`src/rtl/intercon_xbar_cfg_if.sv`:
```
// Bus bundle for one crossbar instance: serial config chain, commit control,
// routing tracks in and routed clb pins out.
interface intercon_xbar_cfg_if #(
  parameter int N_IN  = 8,
  parameter int N_OUT = 5
);
  logic              shift_en;
  logic              shift_i;
  logic              shift_o;
  logic              cfg_load;
  logic              cfg_valid;
  logic              cfg_err;
  logic [N_IN-1:0]   trk_in;
  logic [N_OUT-1:0]  pin_out;

  modport master (
    output shift_en, shift_i, cfg_load, trk_in,
    input  shift_o, cfg_valid, cfg_err, pin_out
  );

  modport slave (
    input  shift_en, shift_i, cfg_load, trk_in,
    output shift_o, cfg_valid, cfg_err, pin_out
  );
endinterface

```
`src/rtl/intercon_xbar_cfg.sv`:
```
// Programmable crossbar: serially loaded shadow config, atomic commit into the
// active config, per-pin track select with optional output register.
module intercon_xbar_cfg #(
  parameter int N_IN  = 8,
  parameter int N_OUT = 5,
  parameter int SEL_W = 4
) (
  input  logic                  shift_clk,
  input  logic                  shift_rst_n,
  intercon_xbar_cfg_if.slave    bus
);

  localparam int FIELD_W  = SEL_W + 1;
  localparam int CFG_BITS = N_OUT * FIELD_W;
  localparam int CNT_W    = $clog2(CFG_BITS + 2);

  logic [CFG_BITS-1:0] shadow_q, shadow_d;
  logic [CFG_BITS-1:0] active_q, active_d;
  logic [CNT_W-1:0]    cnt_q, cnt_d;
  logic                valid_q, valid_d;
  logic                err_q, err_d;
  logic [N_OUT-1:0]    pin_q, pin_d;

  logic [N_OUT-1:0]    mux_raw;
  logic [N_OUT-1:0]    mux_gated;
  logic [N_OUT-1:0]    reg_mode;
  logic [N_OUT-1:0]    out_sel;

  // A load that is simultaneous with a shift is ignored outright: no commit, no error.
  always_comb begin
    shadow_d = shadow_q;
    active_d = active_q;
    cnt_d    = cnt_q;
    valid_d  = valid_q;
    err_d    = err_q;
    if (bus.shift_en) begin
      shadow_d = {shadow_q[CFG_BITS-2:0], bus.shift_i};
      if (cnt_q != {CNT_W{1'b1}}) cnt_d = cnt_q + CNT_W'(1);
    end else if (bus.cfg_load) begin
      cnt_d = '0;
      if (cnt_q == CNT_W'(CFG_BITS)) begin
        active_d = shadow_q;
        valid_d  = 1'b1;
        err_d    = 1'b0;
      end else begin
        err_d    = 1'b1;
      end
    end
  end

  // sel = 0 and sel > N_IN both fall through to the constant-0 default.
  always_comb begin
    mux_raw  = '0;
    reg_mode = '0;
    for (int j = 0; j < N_OUT; j++) begin
      reg_mode[j] = active_q[j*FIELD_W];
      for (int k = 1; k <= N_IN; k++) begin
        if (active_q[j*FIELD_W+1 +: SEL_W] == SEL_W'(k)) mux_raw[j] = bus.trk_in[k-1];
      end
    end
  end

  assign mux_gated = valid_q ? mux_raw : '0;
  assign pin_d     = mux_gated;

  always_comb begin
    out_sel = '0;
    for (int j = 0; j < N_OUT; j++) begin
      out_sel[j] = reg_mode[j] ? pin_q[j] : mux_gated[j];
    end
  end

  always_ff @(posedge shift_clk or negedge shift_rst_n) begin
    if (!shift_rst_n) begin
      shadow_q <= '0;
      active_q <= '0;
      cnt_q    <= '0;
      valid_q  <= 1'b0;
      err_q    <= 1'b0;
      pin_q    <= '0;
    end else begin
      shadow_q <= shadow_d;
      active_q <= active_d;
      cnt_q    <= cnt_d;
      valid_q  <= valid_d;
      err_q    <= err_d;
      pin_q    <= pin_d;
    end
  end

  assign bus.pin_out   = out_sel & {N_OUT{valid_q}};
  assign bus.shift_o   = shadow_q[CFG_BITS-1];
  assign bus.cfg_valid = valid_q;
  assign bus.cfg_err   = err_q;

endmodule

```
`src/flat_wrapper.sv`:
```
// flat-port wrapper written by rule: the top's interface ports become plain ports
module intercon_xbar_cfg_flat 
#(
  parameter int N_IN  = 8,
  parameter int N_OUT = 5,
  parameter int SEL_W = 4
)
  (shift_clk, shift_rst_n, bus_shift_en, bus_shift_i, bus_cfg_load, bus_trk_in, bus_shift_o, bus_cfg_valid, bus_cfg_err, bus_pin_out);
  intercon_xbar_cfg_if #(.N_IN(N_IN), .N_OUT(N_OUT)) bus_i ();
  input  logic shift_clk;
  input  logic shift_rst_n;
  input wire logic [$bits(bus_i.shift_en)-1:0] bus_shift_en;
  input wire logic [$bits(bus_i.shift_i)-1:0] bus_shift_i;
  input wire logic [$bits(bus_i.cfg_load)-1:0] bus_cfg_load;
  input wire logic [$bits(bus_i.trk_in)-1:0] bus_trk_in;
  output wire logic [$bits(bus_i.shift_o)-1:0] bus_shift_o;
  output wire logic [$bits(bus_i.cfg_valid)-1:0] bus_cfg_valid;
  output wire logic [$bits(bus_i.cfg_err)-1:0] bus_cfg_err;
  output wire logic [$bits(bus_i.pin_out)-1:0] bus_pin_out;
  assign bus_i.shift_en = bus_shift_en;
  assign bus_i.shift_i = bus_shift_i;
  assign bus_i.cfg_load = bus_cfg_load;
  assign bus_i.trk_in = bus_trk_in;
  assign bus_shift_o = bus_i.shift_o;
  assign bus_cfg_valid = bus_i.cfg_valid;
  assign bus_cfg_err = bus_i.cfg_err;
  assign bus_pin_out = bus_i.pin_out;
  intercon_xbar_cfg #(.N_IN(N_IN), .N_OUT(N_OUT), .SEL_W(SEL_W)) u_core (.shift_clk(shift_clk), .shift_rst_n(shift_rst_n), .bus(bus_i));
endmodule
```
`config.mk`:
```
export PLATFORM = sky130hd
export DESIGN_NAME = intercon_xbar_cfg_flat
export DESIGN_NICKNAME = d
export VERILOG_FILES = /design/src/rtl/intercon_xbar_cfg_if.sv /design/src/rtl/intercon_xbar_cfg.sv /design/src/flat_wrapper.sv
export SDC_FILE = /design/constraint.sdc
export NUM_CORES = 1
export LEC_CHECK = 0
export ABC_AREA = 1
export CAP_MARGIN = 20
export CORE_UTILIZATION = 40
export DETAILED_ROUTE_END_ITERATION = 7
export GPL_ROUTABILITY_DRIVEN = 0
export PLACE_DENSITY_LB_ADDON = 0.25
export SETUP_SLACK_MARGIN = 0.5
export SLEW_MARGIN = 20
export SYNTH_ARGS = -nofsm -noshare
export SYNTH_HDL_FRONTEND = slang
export SYNTH_SLANG_ARGS = --single-unit
```
`constraint.sdc`:
```
create_clock -name shift_clk -period 1.8 [get_ports shift_clk]
set_clock_uncertainty 0.1 [all_clocks]
set_input_delay 0.36 -clock shift_clk [delete_from_list [all_inputs] [get_ports shift_clk]]
set_output_delay 0.36 -clock shift_clk [all_outputs]
set_load 0.005 [all_outputs]
```
==> metrics <==
RSZ-0062 raised after global routing=true; Mapped Cells=364; DP Area=3440 µm²; worst hold path depth=2; # rows=30; failing checks=setup timing; gr ovfl total=0; achievable frequency=494 MHz; Worst-Skew Late Latency=350 ps; Pint=2.79 mW; crit end category=primary output; final antenna diode count=0; H-tree levels=3; DRT Pass-1 Iters=5; cells on worst reg2reg path=14; Tmin final=2020 ps; flop2flop setup slack=-90 ps; switch share=30.5%; worst-margin pin slew=342 ps; Switch Pwr=1.22 mW; Ys Warns=0; share of cells above drive strength 1=46.6%; wire length per cell=15.5 µm; CP max FO=6; final hold violation count=0; setup TNS=-1080 ps; Slew HR=77.2%; first-pass GRT wire length=13,600 µm; vias per cell=5.07; cell family with most CP delay=flip-flops; status=finished, violations left; Final period util=112%; syn nets=380; remaining routing DRC violations=0; fin nets=486; Initial Utilization=42.2%; CORE AREA=6910 µm²; clk sinks=62; Slew Limit Fails=0; chip height=87.3 µm; Buf+Inv Stages, Crit Path=4; Mean Syn Cell Area=8.00 µm²; crit path launch=u_core.active_q[3]$_DFFE_PN0P_; clk slew on worst S/H paths=60 ps; Critical Path Most Common Cell=nand2_2; dpl cells=502; number of global-route vias before repair=2,792; Post-Syn Area=2910 µm²; Slowest cell on crit path=dfrtp_2; CP Capture Point=bus_pin_out[0]; post-route ant nets=0; Setup CP Type=reg -> out; Hold Crit Class=reg -> reg; CP Launch Type=flop; Die Width=87.3 µm; Reg2Reg Capture Point=u_core.pin_q[1]$_DFF_PN0_; largest net degree at the start of global routing=63; cells along the critical path=inv_4 -> buf_6 -> nand2_2 -> nand3_2 -> nand2_2 -> nand3_4 -> nand3_2 -> nand2_2 -> inv_2 -> buf_6; WP data arrival=1560 ps; Setup Viol. Count Final=7; Clock Tree Buf Depth=2; DP Wirelength=4270 µm; Port Buffer Count=20; combinational share of power=24.6%; Crit path required time=1340 ps; post-synthesis sequential area ratio=53.3%; delay of the slowest critical-path stage=470 ps; Non-Filler Instances=570; power per cell area=852 nW/µm²; Synth-to-Final Area Change=61.6%; Leak=2.35 nW; Final Hold Slack=395 ps; Routed WL=8840 µm; Root Buffer=clkbuf_8; GRT Util Overall=24.0%; Finished Cell Area=4710 µm²; Seq cells post-synth=62; clock power share=31.3%; CTS Buf Count=9; initial antenna violation count=0; peak supply drop=0.507 mV; DIE AREA=7630 µm²; Sequential Power Share=44.1%; unique cell type count in the Yosys netlist=21; Final WS setup=-224 ps; Top Ports=21; max-cap violation count=0; CTS tree=yes; iteration-0 DRC count of the detailed router=216; r2r startpoint=u_core.active_q[8]$_DFFE_PN0P_; Place WS=-637 ps; via count=2,889; CP Depth=10
repair_timing:
item | in CTS | in global routing
resized for setup | 120 | 77
hold buffers | 1 | 0
hold endpoints to repair | 62 | 0
buffers inserted | 34 | 11
gates cloned | 7 | 0
pin swaps | 23 | 29
endpoints found under the setup margin | 50 | 44
synthesized netlist by cell type, drive strengths merged:
cell type | number | area, µm²
o22ai | 2 | 12.5
nor3 | 4 | 20.0
o21ai | 47 | 235
buf | 8 | 63.8
ha | 3 | 37.5
nor2 | 20 | 82.6
nand2 | 105 | 402
nand4 | 3 | 25.0
nand3 | 36 | 180
mux2 | 1 | 11.3
inv | 56 | 210
a21oi | 14 | 70.1
clkbuf | 3 | 11.3
dfrtp | 62 | 1550
cell type report:
class / instances / area (µm²)
clock inverters: 3 / 43.8
clock buffers: 12 / 155
inverters: 56 / 215
fillers: 554 / 2200
flip-flops and latches: 62 / 1560
well taps: 96 / 120
multi-input cells: 235 / 1490
repair buffers: 106 / 1130
flip-flops by register name, indices dropped and copies added (netlist names):
register and count:
u_core.bus.cfg_err 1, u_core.pin_q 5, u_core.active_q 25, u_core.shadow_q 25, u_core.cnt_q 5, u_core.bus.cfg_valid 1
power groups by stage:
stage / logic [mW] / registers, mW / clock network, mW
2_1_floorplan: 0.361 / 1.71 / 0
3_3_place_gp: 0.610 / 1.74 / 0
3_5_place_dp: 0.620 / 1.75 / 0
4_1_cts: 0.812 / 1.74 / 1.28
5_1_grt: 1.07 / 1.79 / 1.35
6_report: 0.985 / 1.77 / 1.26
cells by family (layout without fill, tap and decap cells):
| logic type | after synthesis | after routing | share of synthesized area (%) |
|---|---|---|---|
| AOI/OAI and AO/OA | 63 | 63 | 10.9 |
| adders and majority gates | 3 | 3 | 1.29 |
| buffers and inverters | 67 | 177 | 9.79 |
| DFF | 62 | 62 | 53.3 |
| muxes | 1 | 1 | 0.387 |
| and+or+nand+nor | 168 | 168 | 24.4 |
worst reg2reg max path, cell delays in order, from the launching register on:
cell and delay, ps:
dfrtp_2 450, inv_2 90, nand2_1 50, nand3_1 70
nand2_1 60, nand2_1 70, nand3_2 90, buf_6 130
buf_6 100, buf_6 100, buf_6 100, buf_6 100
buf_6 100, buf_6 100, a21oi_2 110
worst min-delay path by stage:
stage | from | to | slack [ps]
after floorplan | shift_rst_n | u_core.active_q[0]$_DFFE_PN0P_ | -40
after global placement | shift_rst_n | u_core.pin_q[3]$_DFF_PN0_ | 300
after detailed placement | shift_rst_n | u_core.pin_q[3]$_DFF_PN0_ | 300
after CTS | u_core.shadow_q[3]$_DFFE_PN0P_ | u_core.active_q[3]$_DFFE_PN0P_ | 390
after global routing | u_core.shadow_q[1]$_DFFE_PN0P_ | u_core.active_q[1]$_DFFE_PN0P_ | 420
final | u_core.shadow_q[1]$_DFFE_PN0P_ | u_core.active_q[1]$_DFFE_PN0P_ | 390
per-stage QoR:
step	utilization, %	power, mW
floorplan	-	2.07
global placement	49.7	2.35
detailed placement	49.7	2.37
CTS	62.6	3.83
global route	68.1	4.21
finish	68.1	4.01
metal layers:
metal  vias to the layer above  wire, µm  share of wire, %  global-route usage, %
met5                         -         0                 0                      0
met4                         0       158               1.8                   10.3
met3                        18       438               5.0                   3.60
met2                        91      4430                50                   39.1
met1                      1413      3810                43                   31.8
li1                       1367         -                 -                      -
placed cells by master, fill, tap and decap left out, types with 18 or more instances in the layout:
cell / n
buf_4: 45
buf_6: 28
dfrtp_1: 58
inv_1: 43
nand2_1: 65
nand2_2: 31
nand3_1: 18
o21ai_0: 20
o21ai_2: 19
Power figures use the tool's default switching activity.
